**config.mk**
```make
export PLATFORM = sky130hd
export DESIGN_NAME = pwm_mc
export DESIGN_NICKNAME = d
export VERILOG_FILES = /design/src/rtl/toi2s_pkg.sv /design/src/rtl/pwm_mc_timebase.sv /design/src/rtl/pwm_mc.sv
export SDC_FILE = /design/constraint.sdc
export NUM_CORES = 1
export LEC_CHECK = 0
export CAP_MARGIN = 20
export CORE_AREA = 2 2 97 99
export DETAILED_ROUTE_END_ITERATION = 16
export DIE_AREA = 0 0 99 101
export PLACE_DENSITY = 0.77
export SLEW_MARGIN = 25
export SYNTH_ARGS = -nofsm -noshare
export SYNTH_HDL_FRONTEND = slang
export SYNTH_HIERARCHICAL = 1
export SYNTH_SLANG_ARGS = --single-unit
export TNS_END_PERCENT = 50
```
**constraint.sdc**
```tcl
create_clock -name clk -period 3 [get_ports clk]
set_input_delay 0.6 -clock clk [delete_from_list [all_inputs] [get_ports clk]]
set_output_delay 0.6 -clock clk [all_outputs]
set_load 0.02 [all_outputs]
```
**src/rtl/toi2s_pkg.sv**
```systemverilog
// Shared definitions for the toI2S PWM blocks: mode encoding, the
// register-bank view of the PWM controls, and the period-boundary rule
// that both the timebase and any future PWM variants agree on.
package toi2s_pkg;

  // Counter alignment mode, one bit wide so it maps directly onto a register field.
  typedef enum logic {
    PWM_EDGE   = 1'b0,
    PWM_CENTER = 1'b1
  } pwm_mode_e;

  // Upper bounds of the supported configuration range.
  localparam int PWM_MAX_CHANNELS = 8;
  localparam int PWM_MAX_WIDTH    = 12;
  localparam int PWM_PRESCALE_W   = 4;

  // Register-bank fields feeding the PWM block, sized for the largest build.
  typedef struct packed {
    logic [PWM_MAX_CHANNELS-1:0][PWM_MAX_WIDTH-1:0] duty;
    pwm_mode_e                                      mode;
    logic [PWM_PRESCALE_W-1:0]                      prescale;
    logic [PWM_MAX_CHANNELS-1:0]                    polarity;
  } pwm_regs_t;

  // True when the current count is the last one of a period.
  // Edge mode ends on the top count; center mode ends on count 1 while
  // falling, so the following count is 0 and the next period starts there.
  function automatic logic pwm_at_boundary(
    input pwm_mode_e mode_sel,
    input logic      count_down,
    input logic      at_max,
    input logic      at_one
  );
    if (mode_sel == PWM_EDGE) begin
      return at_max;
    end
    return count_down && at_one;
  endfunction

endpackage

```
**src/rtl/pwm_mc_timebase.sv**
```systemverilog
// Shared PWM timebase: prescaler, up or up/down period counter and
// period-boundary detection. All channels compare against this one counter.
module pwm_mc_timebase
  import toi2s_pkg::*;
#(
  parameter int WIDTH      = 8,
  parameter int PRESCALE_W = 4
) (
  input  logic                  clk,
  input  logic                  reset,
  input  logic                  enable,
  input  pwm_mode_e             mode_act,
  input  logic [PRESCALE_W-1:0] prescale_act,
  output logic [WIDTH-1:0]      cnt,
  output logic                  boundary
);

  localparam logic [WIDTH-1:0] CNT_MAX = '1;
  localparam logic [WIDTH-1:0] CNT_ONE = WIDTH'(1);

  logic [PRESCALE_W-1:0] pcnt_reg, pcnt_next;
  logic [WIDTH-1:0]      cnt_reg, cnt_next;
  logic                  dir_reg, dir_next;   // 1 = counting down (center mode)
  logic                  tick;

  // The counter only moves on a prescaler tick; a disabled timebase never ticks.
  assign tick     = enable && (pcnt_reg == prescale_act);
  assign boundary = tick && pwm_at_boundary(mode_act, dir_reg,
                                            cnt_reg == CNT_MAX,
                                            cnt_reg == CNT_ONE);
  assign cnt      = cnt_reg;

  // Next-state logic for prescaler, counter and direction.
  // Every period, in either mode, begins at count 0 counting up, so a
  // boundary simply reloads that state. This also gives the restart-at-0
  // behaviour when the mode changes at a boundary.
  always_comb begin
    pcnt_next = pcnt_reg;
    cnt_next  = cnt_reg;
    dir_next  = dir_reg;
    if (!enable) begin
      pcnt_next = '0;
      cnt_next  = '0;
      dir_next  = 1'b0;
    end else begin
      pcnt_next = tick ? '0 : pcnt_reg + 1'b1;
      if (boundary) begin
        cnt_next = '0;
        dir_next = 1'b0;
      end else if (tick) begin
        if (mode_act == PWM_EDGE) begin
          cnt_next = cnt_reg + 1'b1;
        end else if (!dir_reg) begin
          if (cnt_reg == CNT_MAX) begin
            dir_next = 1'b1;
            cnt_next = cnt_reg - 1'b1;
          end else begin
            cnt_next = cnt_reg + 1'b1;
          end
        end else begin
          cnt_next = cnt_reg - 1'b1;
        end
      end
    end
  end

  // Timebase state register.
  always_ff @(posedge clk) begin
    if (reset) begin
      pcnt_reg <= '0;
      cnt_reg  <= '0;
      dir_reg  <= 1'b0;
    end else begin
      pcnt_reg <= pcnt_next;
      cnt_reg  <= cnt_next;
      dir_reg  <= dir_next;
    end
  end

endmodule

```
**src/rtl/pwm_mc.sv**
```systemverilog
// Multi-channel PWM generator. One shared timebase, shadowed duty, mode
// and prescale settings that only change at period boundaries, and one
// registered comparator per channel with optional output inversion.
module pwm_mc
  import toi2s_pkg::*;
#(
  parameter int CHANNELS   = 4,
  parameter int WIDTH      = 8,
  parameter int PRESCALE_W = 4
) (
  input  logic                      clk,
  input  logic                      reset,
  input  logic                      enable,
  input  logic                      mode,
  input  logic [PRESCALE_W-1:0]     prescale,
  input  logic [CHANNELS*WIDTH-1:0] duty,
  input  logic                      duty_load,
  input  logic [CHANNELS-1:0]       polarity,
  output logic [CHANNELS-1:0]       pwm_out,
  output logic                      period_start,
  output logic                      load_ack
);

  // Active settings, updated only at period boundaries.
  pwm_mode_e                 mode_act_reg;
  logic [PRESCALE_W-1:0]     prescale_act_reg;
  logic [CHANNELS*WIDTH-1:0] duty_act_reg;

  // Pending duty capture waiting for the next boundary.
  logic [CHANNELS*WIDTH-1:0] duty_pend_reg;
  logic                      pend_flag_reg;

  // Event pipeline: the boundary fires on the last count of a period,
  // the first count of the new period is in the counter one cycle later,
  // and its compare result reaches the pins one cycle after that. The
  // period/ack pulses are delayed to line up with that first output.
  logic                      boundary_d_reg;
  logic                      ack_d_reg;
  logic                      enable_d_reg;

  logic [CHANNELS-1:0]       pwm_out_reg;
  logic                      period_start_reg;
  logic                      load_ack_reg;

  logic [WIDTH-1:0]          cnt;
  logic                      boundary;
  logic [CHANNELS-1:0]       raw;

  pwm_mc_timebase #(
    .WIDTH      (WIDTH),
    .PRESCALE_W (PRESCALE_W)
  ) u_timebase (
    .clk          (clk),
    .reset        (reset),
    .enable       (enable),
    .mode_act     (mode_act_reg),
    .prescale_act (prescale_act_reg),
    .cnt          (cnt),
    .boundary     (boundary)
  );

  // Per-channel comparators against the shared counter.
  for (genvar gi = 0; gi < CHANNELS; gi++) begin : g_chan
    assign raw[gi] = cnt < duty_act_reg[gi*WIDTH +: WIDTH];
  end

  // Shadow registers: capture on duty_load, transfer at the boundary.
  // A capture in the boundary cycle becomes the new pending value while the
  // previously pending one (if any) is what gets transferred.
  always_ff @(posedge clk) begin
    if (reset) begin
      mode_act_reg     <= PWM_EDGE;
      prescale_act_reg <= '0;
      duty_act_reg     <= '0;
      duty_pend_reg    <= '0;
      pend_flag_reg    <= 1'b0;
      ack_d_reg        <= 1'b0;
      boundary_d_reg   <= 1'b0;
      enable_d_reg     <= 1'b0;
    end else begin
      if (boundary) begin
        mode_act_reg     <= pwm_mode_e'(mode);
        prescale_act_reg <= prescale;
      end
      if (boundary && pend_flag_reg) begin
        duty_act_reg <= duty_pend_reg;
      end
      if (duty_load) begin
        duty_pend_reg <= duty;
        pend_flag_reg <= 1'b1;
      end else if (boundary) begin
        pend_flag_reg <= 1'b0;
      end
      ack_d_reg      <= boundary && pend_flag_reg;
      boundary_d_reg <= boundary;
      enable_d_reg   <= enable;
    end
  end

  // Output registers: compare result with polarity, period and ack pulses.
  // While disabled the pins sit at their inactive level (the polarity value).
  // The first enabled cycle is treated as the start of a fresh period.
  always_ff @(posedge clk) begin
    if (reset) begin
      pwm_out_reg      <= '0;
      period_start_reg <= 1'b0;
      load_ack_reg     <= 1'b0;
    end else if (!enable) begin
      pwm_out_reg      <= polarity;
      period_start_reg <= 1'b0;
      load_ack_reg     <= 1'b0;
    end else begin
      pwm_out_reg      <= raw ^ polarity;
      period_start_reg <= boundary_d_reg || !enable_d_reg;
      load_ack_reg     <= ack_d_reg;
    end
  end

  assign pwm_out      = pwm_out_reg;
  assign period_start = period_start_reg;
  assign load_ack     = load_ack_reg;

endmodule

```
==> impl_metrics.json, run 1 <==
{
  "numCtsBuffers": 9,
  "critPathKind": "reg -> reg",
  "die_y_um": 101,
  "drt_iter0_drc": 104,
  "netlist_area_um2": 4400,
  "grt_pass1_wl_mm": 15.6,
  "port_buffers": 50,
  "insertion_delay_ns": 0.36,
  "synth_fp_nets": 571,
  "avgSynthCellArea_um2": 8.90,
  "cts_tree": "yes",
  "grt_util_all_layers": 0.194,
  "max_freq_mhz": 444,
  "cap_violations": 0,
  "gr-total-overflow": 0,
  "clock-sinks": 92,
  "irDropWorstVdd_mv": 0.267,
  "grt_busiest_layer": "met2",
  "drive_gt1_frac": 0.0731,
  "gp_congestion": 0.866,
  "tightest_slew_ns": 0.956,
  "yosysTopAreaCell": "dfxtp_1",
  "htree_num_levels": 3,
  "crit_arrival_ns": 2.48,
  "fp.coreArea_um2": 8980,
  "wl_per_cell_um": 13.9,
  "place_hpwl_mm": 6.73,
  "synth_warnings": 6,
  "rsz0062_at_grt": "no",
  "max_slew_margin": 0.363,
  "outcome": "finished, final reports clean",
  "synth_area_leaders": "dfxtp_1 (42%), mux2i_1 (9.3%), ha_1 (9.1%)",
  "drc_errors": 0,
  "num_vias": 3470,
  "grt_start_max_net_pins": 37,
  "synth_seq_cells": 92,
  "holdBufCountCts": 0,
  "hold_viol": 0,
  "first_pass_iters": 4,
  "dp_slack_ns": 0.612,
  "start_kind": "flop",
  "diodes": 0,
  "fin_ws_ns": 0.750,
  "clockRootBuffer": "clkbuf_8",
  "use_met2": 0.339,
  "cts_resized": 0,
  "required_ns": 3.23,
  "fin_tns_setup_ns": 0,
  "ys.flop_type": "dfxtp_1",
  "slew_viol_final": 0,
  "final_nets": 620,
  "initial_utilization": 0.490,
  "wl_mm": 9.13,
  "num_io_pins": 51,
  "finalCritPeriodShare": 0.750,
  "leakage_nw": 1.97,
  "antenna_found_initial": 0,
  "syn_to_final_growth_pct": 17.2,
  "ys_types": 47,
  "crit_fanout": 24,
  "grt_pass1_vias": 3469,
  "post_cts_buffers": 0,
  "seq_area_frac_synth": 0.419,
  "grt.met3_usage": 0.0395,
  "synth_top_cell_area_share": 0.419,
  "die-area_um2": 10000,
  "synth_edf_count": 0,
  "use_met1": 0.231,
  "period_minus_slack_ns": 2.25,
  "via_per_inst": 5.27,
  "die_x_um": 99,
  "clock_path_buffers": 2,
  "netlist_instances": 494,
  "clk_pin_slew_ns": 0.09,
  "async_flop_share": 0,
  "ant_nets": 0,
  "min_path_type": "reg -> reg",
  "fin_skew_ns": 0.00919,
  "cp-end-kind": "flop",
  "rows": 35,
  "powerDensity_nw_per_um2": 429,
  "setup_violations": 0
}
routing by layer:
metal	share of wire	up-vias
li1	-	1788
met1	0.46	1611
met2	0.49	57
met3	0.033	14
met4	0.019	0
met5	0	-
power by group:
| part | total, W | switching (W) | internal [W] |
|---|---|---|---|
| Clock | 0.000729 | 0.000429 | 0.000300 |
| Sequential | 0.00127 | 0.0000183 | 0.00126 |
| Combinational | 0.000207 | 0.0000951 | 0.000111 |
| Total | 0.00221 | 0.000542 | 0.00167 |
metrics by stage:
step,area (µm²),std cells,hold WS [ns],total power (W),utilization
3_5_place_dp,4990,643,0.428,0.00151,0.556
2_1_floorplan,4400,494,0.396,0.00141,-
6_report,5150,658,0.443,0.00221,0.574
3_3_place_gp,4990,643,0.415,0.00150,0.556
5_1_grt,5150,658,0.480,0.00231,0.574
4_1_cts,5150,658,0.444,0.00223,0.574
cell usage in the layout, fill, tap and decap left out, types with 3 or more instances in the layout:
master            n
dfxtp_1          92
nand2_1          76
nor2_1           49
clkdlybuf4s50_1  48
mux2i_1          41
inv_1            39
a21oi_1          37
ha_1             32
nand3_1          14
buf_4            12
clkbuf_8          9
o2111ai_1         8
xnor2_1           8
a211oi_1          6
and4b_1           5
nand3b_1          5
o211ai_1          4
nor3b_1           4
o21a_1            4
or4_1             4
o311ai_1          4
and3_1            4
o21ai_0           3
final cells by class:
cell class                      count  area [µm²]
Fill cell                         817        3820
Multi-Input combinational cell    337        2240
Sequential cell                    92        1840
Timing Repair Buffer               64         621
Inverter                           39         146
Tap cell                          111         139
Clock buffer                       10         128
Clock inverter                      5        37.5
cells by family after synthesis:
kind of cell / after synthesis / share of synthesized area
XOR/XNOR: 9 / 0.0179
flip-flops: 92 / 0.419
buffers and inverters: 65 / 0.0720
AND/OR/NAND/NOR: 178 / 0.191
multiplexers: 41 / 0.0933
AO/OA/AOI/OAI: 77 / 0.116
adder cells (fa/ha/maj): 32 / 0.0910
cell usage after synthesis (2+ instances only):
| cell | count |
|---|---|
| o211ai_1 | 4 |
| mux2i_1 | 41 |
| o2111ai_1 | 8 |
| and3_1 | 4 |
| buf_6 | 5 |
| xnor2_1 | 8 |
| nor3b_1 | 4 |
| and2_1 | 2 |
| o21ai_0 | 3 |
| a21boi_0 | 2 |
| a21oi_1 | 37 |
| o311ai_1 | 4 |
| buf_2 | 13 |
| nor2_1 | 49 |
| ha_1 | 32 |
| or4_1 | 4 |
| o21a_1 | 4 |
| inv_1 | 39 |
| nand2_1 | 76 |
| nand4_1 | 2 |
| and4_2 | 2 |
| nand3b_1 | 5 |
| buf_4 | 5 |
| nand3_1 | 14 |
| dfxtp_1 | 92 |
| a211oi_1 | 6 |
| nor3_1 | 2 |
| clkbuf_1 | 3 |
| nor2b_1 | 2 |
| and4b_1 | 5 |
worst paths after layout:
check        slack (ns)               end              start  cells after the start
min                0.44      period_start       enable_d_reg                      1
max                0.75  duty_act_reg[22]  u_timebase/cnt[0]                     10
max reg2reg        0.75  duty_act_reg[22]  u_timebase/cnt[0]                     10
min reg2reg        0.44      period_start       enable_d_reg                      1
critical path, stage by stage, from the launching register on:
cell and delay, ns:
dfxtp_1 0.44, buf_4 0.21, ha_1 0.15, and4b_1 0.17, nand3b_1 0.07, a211o_1 0.33, inv_1 0.12, nand2_1 0.23
buf_12 0.24, nand2_1 0.07, a21oi_1 0.07
Note: power is estimated with default switching activity, not from simulation.
==> inputs of run 2 (changes only) <==
==> constraint.sdc (replaced) <==
create_clock -name clk -period 2.28 [get_ports clk]
set_input_delay 0.456 -clock clk [delete_from_list [all_inputs] [get_ports clk]]
set_output_delay 0.456 -clock clk [all_outputs]
set_load 0.02 [all_outputs]
==> run 2 against run 1 <==
Non-clock buffer count rose by 7; largest cell class unchanged; worst hold slack got worse by 0.014 ns; critical endpoint is now duty_act_reg[4]; critical path type unchanged; clock skew down 0.0012 ns; register-to-register slack worse by 0.58 ns.
==> impl_metrics.json, run 2 (same netlist as run 1, synthesis figures left out) <==
{
  "outcome": "finished, final reports clean",
  "drc_errors": 0,
  "cp_slowest_stage_delay_ns": 0.60,
  "internal_power_w": 0.00276,
  "drive_gt1_frac": 0.0883,
  "final_nets": 627,
  "p_sw_w": 0.000730,
  "crit_arrival_ns": 2.40,
  "cp-end-kind": "flop",
  "num_io_pins": 51,
  "die-area_um2": 10000,
  "period_minus_slack_ns": 2.11,
  "gp_congestion": 0.971,
  "die_x_um": 99,
  "grt_util_all_layers": 0.205,
  "tightest_slew_ns": 0.475,
  "fp.coreArea_um2": 8980,
  "max_freq_mhz": 473,
  "rsz0062_at_grt": "no",
  "hold_ws_ns": 0.429,
  "final_cell_mix": "dfxtp_1 (91), nand2_1 (76), nor2_1 (49)",
  "die_y_um": 101,
  "via_per_inst": 5.41,
  "fill_cells": 772,
  "num_vias": 3601,
  "gr-total-overflow": 0,
  "crit_fanout": 32,
  "antenna_found_initial": 0,
  "wl_per_cell_um": 14.5,
  "combPwrFrac": 0.080,
  "fin_skew_ns": 0.00799,
  "rows": 35,
  "crit_path_end": "duty_act_reg[4]",
  "startpoint": "u_timebase/cnt[7]",
  "cts_tree": "yes",
  "leakage_nw": 2.06,
  "seq_power_share": 0.481,
  "layout_commonest_cell": "dfxtp_1",
  "hold_viol": 0,
  "post_cts_buffers": 0,
  "start_kind": "flop",
  "rr_startpoint": "u_timebase/cnt[7]",
  "critPathKind": "reg -> reg",
  "clock-sinks": 92,
  "numCtsBuffers": 9,
  "syn_to_final_growth_pct": 21.1,
  "cp_num_buf_inv": 2,
  "htree_num_levels": 3,
  "pwr-share-clk": 0.439,
  "ant_nets": 0,
  "grt_pass1_vias": 3591,
  "irDropWorstVdd_mv": 0.389,
  "cap_violations": 0,
  "clockRootBuffer": "clkbuf_8",
  "p_sw_frac": 0.209,
  "min_path_type": "reg -> reg",
  "reg2regPathDepth": 8,
  "path_cells": "and4_2 -> nand3_1 -> a211o_1 -> inv_1 -> and2_1 -> buf_12 -> nand2_1 -> a21oi_1",
  "critPathTopFamily": "simple AND/OR/NAND/NOR gates",
  "max_slew_margin": 0.683,
  "powerDensity_nw_per_um2": 655,
  "reg2reg_slack_ns": 0.17,
  "slew_viol_final": 0,
  "crit_cells": 8,
  "hold_depth": 1,
  "port_buffers": 50,
  "finalCritPeriodShare": 0.927,
  "fin_tns_setup_ns": 0,
  "grt_pass1_wl_mm": 16.5,
  "required_ns": 2.57,
  "drt_iter0_drc": 131,
  "setup_violations": 0,
  "wl_mm": 9.69,
  "first_pass_iters": 4,
  "diodes": 0,
  "insertion_delay_ns": 0.36,
  "grt_start_max_net_pins": 33,
  "place_hpwl_mm": 6.82,
  "clk_pin_slew_ns": 0.09,
  "clock_path_buffers": 2,
  "worstReg2RegEnd": "duty_act_reg[4]",
  "slowest_stage": "dfxtp_1",
  "initial_utilization": 0.490
}
-- run 2: what timing repair did --
action | in CTS | in global routing
hold buffers | 0 | 0
setup endpoints to repair | 0 | 31
gates resized for setup | 0 | 1
-- run 2: final cells by class --
class                      instances  area (µm²)  share of cell area
clock inverter                     6         159              0.0298
tap                              111         139              0.0261
multi-input combinational        337        2240               0.420
inverter                          39         146              0.0275
clock buffer                      10         128              0.0240
timing repair buffer              71         673               0.126
sequential                        92        1840               0.346
-- run 2: stage by stage --
| step | power (W) | area, µm² | util | worst slack, ns | std cells |
|---|---|---|---|---|---|
| detailed placement | 0.00199 | 5040 | 0.561 | 0.143 | 650 |
| CTS | 0.00351 | 5330 | 0.593 | 0.117 | 666 |
| global placement | 0.00199 | 5040 | 0.561 | 0.211 | 650 |
| finish | 0.00349 | 5330 | 0.593 | 0.166 | 666 |
| floorplan | 0.00186 | 4400 | - | 0.0340 | 494 |
| global route | 0.00360 | 5330 | 0.593 | 0.0197 | 666 |
-- run 2: worst register-to-register path: cells and delay by family (launching register included) --
| family | cells | cell delay [ns] |
|---|---|---|
| DFF | 1 | 0.60 |
| AOI/OAI and AO/OA | 2 | 0.43 |
| buffers and inverters | 2 | 0.28 |
| and+or+nand+nor | 4 | 0.73 |
-- run 2: worst min-delay path by stage --
stage | end | from
4_1_cts | load_ack | ack_d_reg
6_report | period_start | enable_d_reg
5_1_grt | period_start | enable_d_reg
3_5_place_dp | load_ack | ack_d_reg
3_3_place_gp | period_start | enable_d_reg
2_1_floorplan | period_start | enable_d_reg
-- run 2: power by group through the flow --
stage | logic, W | registers (W) | clock network [W]
2_1_floorplan | 0.000139 | 0.00172 | 0
3_3_place_gp | 0.000272 | 0.00171 | 0
3_5_place_dp | 0.000279 | 0.00171 | 0
4_1_cts | 0.000280 | 0.00168 | 0.00156
5_1_grt | 0.000305 | 0.00168 | 0.00161
6_report | 0.000279 | 0.00168 | 0.00153
-- run 2: layer usage --
metal	up-vias	GRT usage	part of all wire
met5	-	0	0
li1	1809	-	-
met4	0	0.0938	0.027
met2	94	0.361	0.49
met3	22	0.0395	0.045
met1	1676	0.242	0.44
